## config.mk

```make
export PLATFORM = sky130hd
export DESIGN_NAME = fft_stage_controller
export DESIGN_NICKNAME = d
export VERILOG_FILES = /design/src/rtl/fft_stage_controller.sv
export SDC_FILE = /design/constraint.sdc
export NUM_CORES = 1
export LEC_CHECK = 0
export CELL_PAD_IN_SITES_DETAIL_PLACEMENT = 0
export CELL_PAD_IN_SITES_GLOBAL_PLACEMENT = 1
export CORE_ASPECT_RATIO = 0.6
export CORE_MARGIN = 2
export CORE_UTILIZATION = 40
export CTS_CLUSTER_SIZE = 30
export DETAILED_ROUTE_END_ITERATION = 16
export PLACE_DENSITY_LB_ADDON = 0.15
export SLEW_MARGIN = 10
export SYNTH_ARGS = -nofsm -noshare
export SYNTH_HDL_FRONTEND = slang
export SYNTH_SLANG_ARGS = --single-unit
```

## constraint.sdc

```tcl
create_clock -name clk -period 3.3 [get_ports clk]
set_input_delay 0.33 -clock clk [delete_from_list [all_inputs] [get_ports clk]]
set_output_delay 0.33 -clock clk [all_outputs]
set_load 0.05 [all_outputs]
```

## src/rtl/fft_stage_controller.sv

```systemverilog
// Address/strobe sequencer for an in-place radix-2 DIT FFT over a dual-port sample RAM.
// Issues one butterfly read per cycle and replays the addresses RD_LAT cycles later as write-back.
module fft_stage_controller #(
  parameter int LOG2N  = 3,
  parameter int RD_LAT = 1
) (
  input  logic             clk,
  input  logic             rst,
  input  logic             start,
  output logic             busy,
  output logic             done,
  output logic [LOG2N-1:0] stage,
  output logic             rd_en,
  output logic [LOG2N-1:0] rd_addr_a,
  output logic [LOG2N-1:0] rd_addr_b,
  output logic [LOG2N-2:0] tw_addr,
  output logic             wr_en,
  output logic [LOG2N-1:0] wr_addr_a,
  output logic [LOG2N-1:0] wr_addr_b
);

  localparam int J_W = LOG2N - 1;
  localparam int C_W = 3;
  localparam logic [J_W-1:0]   J_LAST   = {J_W{1'b1}};
  localparam logic [C_W-1:0]   CNT_LAST = C_W'(RD_LAT - 1);
  localparam logic [LOG2N-1:0] S_LAST   = LOG2N'(LOG2N - 1);

  typedef enum logic [1:0] {
    IDLE  = 2'd0,
    RUN   = 2'd1,
    DRAIN = 2'd2,
    DONE  = 2'd3
  } state_t;

  state_t           state_r, state_s;
  logic [LOG2N-1:0] s_r, s_s;
  logic [J_W-1:0]   j_r, j_s;
  logic [C_W-1:0]   cnt_r, cnt_s;

  logic [RD_LAT-1:0] pipe_en_r;
  logic [LOG2N-1:0]  pipe_a_r [RD_LAT];
  logic [LOG2N-1:0]  pipe_b_r [RD_LAT];

  // Mask of the bits of j below the butterfly span (j mod 2^s).
  function automatic logic [LOG2N-1:0] low_mask_f(input logic [LOG2N-1:0] s);
    return (LOG2N'(1) << s) - LOG2N'(1);
  endfunction

  // A address: group bits move up one position to open a hole at bit s, position bits stay.
  function automatic logic [LOG2N-1:0] addr_a_f(input logic [LOG2N-1:0] s, input logic [J_W-1:0] j);
    logic [LOG2N-1:0] jw;
    jw = {1'b0, j};
    return ((jw & ~low_mask_f(s)) << 1'b1) | (jw & low_mask_f(s));
  endfunction

  // B address sits exactly half a span above A; bit s of A is always clear.
  function automatic logic [LOG2N-1:0] addr_b_f(input logic [LOG2N-1:0] s, input logic [J_W-1:0] j);
    return addr_a_f(s, j) | (LOG2N'(1) << s);
  endfunction

  function automatic logic [J_W-1:0] tw_f(input logic [LOG2N-1:0] s, input logic [J_W-1:0] j);
    logic [LOG2N-1:0] full;
    full = ({1'b0, j} & low_mask_f(s)) << (S_LAST - s);
    return full[J_W-1:0];
  endfunction

  // FSM and loop-counter registers.
  always_ff @(posedge clk or posedge rst) begin
    if (rst) begin
      state_r <= IDLE;
      s_r     <= '0;
      j_r     <= '0;
      cnt_r   <= '0;
    end else begin
      state_r <= state_s;
      s_r     <= s_s;
      j_r     <= j_s;
      cnt_r   <= cnt_s;
    end
  end

  // Next-state and loop-counter logic.
  always_comb begin
    state_s = state_r;
    s_s     = s_r;
    j_s     = j_r;
    cnt_s   = cnt_r;
    case (state_r)
      IDLE: begin
        if (start) begin
          state_s = RUN;
          s_s     = '0;
          j_s     = '0;
        end else begin
          state_s = IDLE;
        end
      end
      RUN: begin
        if (j_r == J_LAST) begin
          state_s = DRAIN;
          cnt_s   = '0;
        end else begin
          j_s = j_r + J_W'(1);
        end
      end
      DRAIN: begin
        if (cnt_r == CNT_LAST) begin
          if (s_r < S_LAST) begin
            state_s = RUN;
            s_s     = s_r + LOG2N'(1);
            j_s     = '0;
          end else begin
            state_s = DONE;
          end
        end else begin
          cnt_s = cnt_r + C_W'(1);
        end
      end
      DONE: begin
        state_s = IDLE;
      end
      default: begin
        state_s = IDLE;
      end
    endcase
  end

  // Outputs are registered from the next state so they line up with the state register.
  always_ff @(posedge clk or posedge rst) begin
    if (rst) begin
      busy      <= 1'b0;
      done      <= 1'b0;
      stage     <= '0;
      rd_en     <= 1'b0;
      rd_addr_a <= '0;
      rd_addr_b <= '0;
      tw_addr   <= '0;
    end else begin
      busy  <= (state_s == RUN) || (state_s == DRAIN);
      done  <= (state_s == DONE);
      stage <= s_s;
      rd_en <= (state_s == RUN);
      if (state_s == RUN) begin
        rd_addr_a <= addr_a_f(s_s, j_s);
        rd_addr_b <= addr_b_f(s_s, j_s);
        tw_addr   <= tw_f(s_s, j_s);
      end else begin
        rd_addr_a <= rd_addr_a;
        rd_addr_b <= rd_addr_b;
        tw_addr   <= tw_addr;
      end
    end
  end

  // Write-back delay line; reset drops any strobes still in flight.
  always_ff @(posedge clk or posedge rst) begin
    if (rst) begin
      pipe_en_r <= '0;
      for (int i = 0; i < RD_LAT; i++) begin
        pipe_a_r[i] <= '0;
        pipe_b_r[i] <= '0;
      end
    end else begin
      pipe_en_r[0] <= rd_en;
      pipe_a_r[0]  <= rd_addr_a;
      pipe_b_r[0]  <= rd_addr_b;
      for (int i = 1; i < RD_LAT; i++) begin
        pipe_en_r[i] <= pipe_en_r[i-1];
        pipe_a_r[i]  <= pipe_a_r[i-1];
        pipe_b_r[i]  <= pipe_b_r[i-1];
      end
    end
  end

  assign wr_en     = pipe_en_r[RD_LAT-1];
  assign wr_addr_a = pipe_a_r[RD_LAT-1];
  assign wr_addr_b = pipe_b_r[RD_LAT-1];

endmodule
```

==> results_dict.tcl, run 1 <==
set metrics [dict create \
    syn_nets 135 \
    report.final.slew_viol_count 0 \
    fp.dieW_microns 78.6 \
    syn_inst 123 \
    place_hpwl_microns 1910 \
    crit_type "reg -> reg" \
    synth_area_sq_um 1330 \
    vias_per_cell 4.93 \
    holdCritPathClass "reg -> reg" \
    antenna_found_initial 0 \
    via_count 962 \
    required_ns 3.45 \
    cp_cell_sequence "inv_1 > ha_1 > nor3b_1 > a31o_2 > a22o_1 > inv_1 > ha_1 > xor2_1 > nor2_1 > mux2_1 > nand4b_1 > o221ai_1" \
    nFillCells 284 \
    nNetsFinal 163 \
    ios 24 \
    gp_congestion 0.797 \
    clock_tree.root_cell "clkbuf_8" \
    yosys_warnings 0 \
    drc 0 \
    cp.arrival_ns 3.19 \
    setup_viol 0 \
    setup.worst_path.start_class "flop" \
    syn_area_per_cell_sq_um 10.8 \
    worstPathMaxFanout 7 \
    core_area_sq_um 3220 \
    dp_slack_ns 0.312 \
    r2r-start "cnt_r[0]" \
    ys_seq_elements 28 \
    area_growth_syn_to_layout_pct 26.4 \
    drt-pass1-iter-count 4 \
    finalClockSkew_ns 0.00253 \
    drive_above_1_share_pct 11.3 \
    period_minus_slack_ns 3.05 \
    track_usage_pct 15.0 \
    worst_slack_ns 0.254 \
    cts_setup_buffers 0 \
    cp_slowest_cell "nor3b_1" \
    ff2ff_setup_slack_ns 0.25 \
    synth-compound-area-share_pct 15.0 \
    synthSimpleGateAreaFrac_pct 14.6 \
    path_clk_slew_ns 0.09 \
    rr_worst_depth 12 \
    die_h_microns 48.7 \
    placed_cells 191 \
    grt_pass1_wl_microns 4450 \
    gr-total-overflow 0 \
    ant_nets 0 \
    fmax_mhz 328 \
    synth.distinct_cells 38 \
    r2r_end "tw_addr[1]" \
    worst_skew_pair.late_latency_ns 0.27 \
    synthAdderAreaFrac_pct 8.44 \
    hold_buffers 0 \
    io_buffers 23 \
    cap_violations 0 \
    postCtsResizedCells 0 \
    synth_top_family_by_area "compound AO/OA/AOI/OAI gates" \
    stdcell_count 195 \
    critPathMaxStageDelay_ns 0.48 \
    fin_crit_sh_pct 92.3 \
    critPathCaptureType "flop" \
    status "complete, no violations" \
    detail_route.iter0.violations 35 \
    grt_pass1_vias 887 \
    core.rowCount 16 \
    muxShareOfSynthArea_pct 3.28 \
    worst_pin_slew_ns 1.06 \
    final_hold_viol_count 0 \
    grt_max_degree 29 \
    setup_tns_ns 0 \
    clkSinkCount 28 \
    cts-buffers-inserted 3 \
    synth-xor-area-share_pct 0.657 \
    wl_per_cell_microns 13.5 \
    rsz0062_at_grt "no" \
    hp-start "rd_en" \
    start_util_pct 41.4 \
    routed_wl_microns 2630 \
    diodes 0 \
    slew_headroom_pct 29.1 \
    dieArea_sq_um 3830 \
    min_delay_worst_endpoint "wr_en" \
    hold_depth 0 \
    layout_commonest_cell "dfrtp_1" \
    synth_seq_area_share_pct 52.5 \
    layout_common_cells "28 x dfrtp_1, 23 x clkdlybuf4s50_1, 13 x inv_1" \
    cts_buffer_depth 2 \
    cts_tree "built" \
    cts_max_level 1 \
]
metal layers:
| layer | share of wire (%) | global-route usage, % | wire length [microns] |
|---|---|---|---|
| met1 | 56 | 24.1 | 1480 |
| met2 | 38 | 20.4 | 1000 |
| met3 | 5.4 | 4.48 | 141 |
| met4 | 0.30 | 1.75 | 8 |
| met5 | 0 | 0 | 0 |
metrics by stage:
step,hold slack (ns),util [%],cell area (sq um)
2_1_floorplan,0.395,-,1330
3_3_place_gp,0.362,50.6,1630
3_5_place_dp,0.360,50.6,1630
4_1_cts,0.381,52.3,1690
5_1_grt,0.386,52.3,1690
6_report,0.379,52.3,1690
area by class of cell:
type	instances	area [sq um]	share of cell area, %
inverters	16	60.1	3.56
multi-input cells	76	561	33.3
repair buffers	26	253	15.0
clock buffers	4	55.1	3.27
flip-flops and latches	28	701	41.6
well taps	45	56.3	3.34
cells in the mapped netlist:
| library cell | count | area share [%] |
|---|---|---|
| a21boi_0 | 1 | 0.56 |
| a21oi_1 | 7 | 2.6 |
| a22o_1 | 2 | 1.3 |
| a22oi_1 | 1 | 0.56 |
| a31o_1 | 1 | 0.66 |
| a31o_2 | 1 | 0.66 |
| a32oi_1 | 1 | 0.66 |
| a32oi_2 | 1 | 1.2 |
| and2b_1 | 1 | 0.56 |
| and3b_1 | 1 | 0.66 |
| buf_1 | 1 | 0.28 |
| buf_2 | 1 | 0.37 |
| clkbuf_1 | 1 | 0.28 |
| dfrtp_1 | 28 | 53 |
| ha_1 | 9 | 8.4 |
| inv_1 | 13 | 3.7 |
| inv_2 | 3 | 0.84 |
| mux2_1 | 2 | 1.7 |
| mux2_2 | 1 | 0.84 |
| mux2i_1 | 1 | 0.75 |
| nand2_1 | 8 | 2.3 |
| nand2b_1 | 2 | 0.94 |
| nand3_1 | 3 | 1.1 |
| nand4b_1 | 1 | 0.66 |
| nor2_1 | 8 | 2.3 |
| nor2b_1 | 4 | 1.9 |
| nor3_1 | 2 | 0.75 |
| nor3b_1 | 2 | 1.1 |
| o211ai_2 | 2 | 1.9 |
| o21ai_0 | 1 | 0.37 |
| o21ai_1 | 4 | 1.5 |
| o221ai_1 | 1 | 0.66 |
| o22ai_1 | 3 | 1.4 |
| o31ai_2 | 1 | 0.94 |
| or3b_1 | 1 | 0.66 |
| or4b_1 | 1 | 0.75 |
| or4b_4 | 1 | 1.0 |
| xor2_1 | 1 | 0.66 |
worst max path at each step:
| stage | start | to | slack, ns | cells past startpoint |
|---|---|---|---|---|
| after global routing | cnt_r[0] | tw_addr[1] | 0.05 | 12 |
| after floorplan | stage[2] | tw_addr[1] | 0.38 | 10 |
| after CTS | cnt_r[0] | tw_addr[1] | 0.27 | 12 |
| after global placement | cnt_r[0] | tw_addr[1] | 0.46 | 12 |
| final | cnt_r[0] | tw_addr[1] | 0.25 | 12 |
| after detailed placement | cnt_r[0] | tw_addr[1] | 0.31 | 12 |
state kept, by name, summed over array words and instances (netlist names):
register,count
stage,3
tw_addr,2
wr_addr_a,3
wr_en,1
rd_en,1
cnt_r,3
state_r,2
wr_addr_b,3
rd_addr_a,3
j_r,2
done,1
busy,1
rd_addr_b,3
cells by family after synthesis:
kind of cell | Yosys count
adders and majority gates | 9
AOI/OAI and AO/OA | 27
DFF | 28
muxes | 4
xor gates and xnor gates | 1
and+or+nand+nor | 35
buffers and inverters | 19
critical path: cells and delay by family, from the launching register on:
| family | cells | cell delay [ns] |
|---|---|---|
| simple gates | 3 | 0.65 |
| xor+xnor | 1 | 0.36 |
| compound gates | 3 | 0.57 |
| mux | 1 | 0.30 |
| fa+ha+maj | 2 | 0.47 |
| buf+inv | 2 | 0.15 |
| flops | 1 | 0.41 |
Power of run 1 is left out: the tool's default activity adds up to more than one toggle a clock period on the data nets, which glitch-free logic cannot reach.
==> run 2: changes to the inputs <==
CTS_CLUSTER_DIAMETER = 150   (was not set)
==> results of run 2 <==
Final layout, timing and power as in run 1 (identical DEF).
Power of run 2 is left out for the same reason.
==> run 3: changes to the inputs <==
PLACE_DENSITY = 0.83   (was not set)
PLACE_DENSITY_LB_ADDON = not set   (was 0.15)
==> results_dict.tcl, run 3 (synthesized netlist as in run 1, its figures left out) <==
set metrics [dict create \
    crit_top_cell "ha_1" \
    finalClockSkew_ns 0.00880 \
    grt_pass1_wl_microns 4290 \
    worst_skew_pair.late_latency_ns 0.27 \
    wl_per_cell_microns 13.2 \
    postCtsResizedCells 0 \
    nFillCells 293 \
    grt_max_degree 29 \
    path_clk_slew_ns 0.10 \
    detail_route.iter0.violations 15 \
    cts-buffers-inserted 3 \
    grt_pass1_vias 901 \
    r2r_end "tw_addr[1]" \
    nNetsFinal 162 \
    ios 24 \
    worstPathMaxFanout 7 \
    critPathLaunch "cnt_r[0]" \
    status "complete, no violations" \
    holdCritPathClass "reg -> reg" \
    worst_pin_slew_ns 1.01 \
    layout_commonest_cell "dfrtp_1" \
    fin_crit_sh_pct 92.6 \
    slew_headroom_pct 32.4 \
    clkSinkCount 28 \
    wl_met2_microns 1140 \
    cp_cell_sequence "inv_1 > ha_1 > or4b_4 > mux2i_1 > o21ai_2 > inv_2 > ha_1 > xor2_1 > nor2_1 > mux2_1 > nand4b_1 > o221ai_1" \
    area_growth_syn_to_layout_pct 27.3 \
    ff2ff_setup_slack_ns 0.24 \
    antenna_found_initial 0 \
    cp_slowest_cell "or4b_4" \
    fp.dieW_microns 78.6 \
    drive_above_1_share_pct 11.4 \
    track_usage_pct 14.5 \
    report.final.slew_viol_count 0 \
    clock_tree.root_cell "clkbuf_8" \
    cp.arrival_ns 3.20 \
    diodes 0 \
    cts_setup_buffers 0 \
    gp_congestion 0.890 \
    setup_viol 0 \
    setup.worst_path.start_class "flop" \
    final_hold_viol_count 0 \
    layout_common_cells "28 x dfrtp_1, 23 x clkdlybuf4s50_1, 13 x inv_1" \
    critPathCaptureType "flop" \
    setup_tns_ns 0 \
    vias_per_cell 4.87 \
    cts_tree "built" \
    via_count 944 \
    wl_met1_microns 1310 \
    period_minus_slack_ns 3.06 \
    io_buffers 23 \
    gr-total-overflow 0 \
    required_ns 3.44 \
    rsz0062_at_grt "no" \
    core.rowCount 16 \
    crit_end "tw_addr[1]" \
    cts_buffer_depth 2 \
    cts_max_level 1 \
    dieArea_sq_um 3830 \
    fmax_mhz 327 \
    hold_buffers 0 \
    ant_nets 0 \
    top_layer_used "met4" \
    r2r-start "cnt_r[0]" \
    place_hpwl_microns 1830 \
    die_h_microns 48.7 \
    crit_type "reg -> reg" \
    drt-pass1-iter-count 3 \
    wl_met3_microns 99 \
    core_area_sq_um 3220 \
    rr_worst_depth 12 \
    start_util_pct 41.4 \
    critPathMaxStageDelay_ns 0.52 \
    cap_violations 0 \
    routed_wl_microns 2560 \
    drc 0 \
]
==> run 3: cell types whose count changed in the layout (fill, tap and decap cells not counted), sizes merged <==
cell and change:
buf -1, bufinv +1, clkbuf -1
==> run 3: per-stage QoR <==
stage | cell area [sq um] | setup slack [ns] | hold slack [ns] | std cells | utilization [%]
CTS | 1690 | 0.157 | 0.385 | 194 | 52.6
global route | 1700 | 0.0722 | 0.402 | 194 | 52.7
finish | 1700 | 0.243 | 0.381 | 194 | 52.7
global placement | 1620 | 0.371 | 0.359 | 190 | 50.3
detailed placement | 1620 | 0.234 | 0.362 | 190 | 50.3
floorplan | 1330 | 0.381 | 0.395 | 123 | -
==> run 3: worst min path at each step <==
stage | from | endpoint | slack [ns] | cells after the start
after floorplan | rst | busy | 0.40 | 1
after global placement | rd_en | wr_en | 0.36 | 0
after detailed placement | rd_en | wr_en | 0.36 | 0
after CTS | rd_en | wr_en | 0.39 | 0
after global routing | rd_en | wr_en | 0.40 | 0
final | rd_en | wr_en | 0.38 | 0
==> run 3: critical path: cells and delay by family (launching register included) <==
kind	cells	cell delay, ns
and+or+nand+nor	3	0.71
adders and majority gates	2	0.50
muxes	2	0.47
DFF	1	0.41
AOI/OAI and AO/OA	2	0.37
xor gates and xnor gates	1	0.32
buffers and inverters	2	0.15
==> run 3: area by class of cell <==
class	instances	area (sq um)	share of cell area, %
multi-input cells	76	564	33.2
well taps	45	56.3	3.32
flip-flops and latches	28	701	41.3
clock buffers	3	41.3	2.43
repair buffers	25	245	14.4
inverters	16	60.1	3.54
clock inverters	1	30.0	1.77
==> run 3: routing by layer <==
| metal | up-vias | GRT usage, % |
|---|---|---|
| met3 | 2 | 4.66 |
| met5 | - | 0 |
| li1 | 475 | - |
| met4 | 0 | 1.75 |
| met1 | 452 | 21.5 |
| met2 | 15 | 21.4 |
Power of run 3 is left out for the same reason.
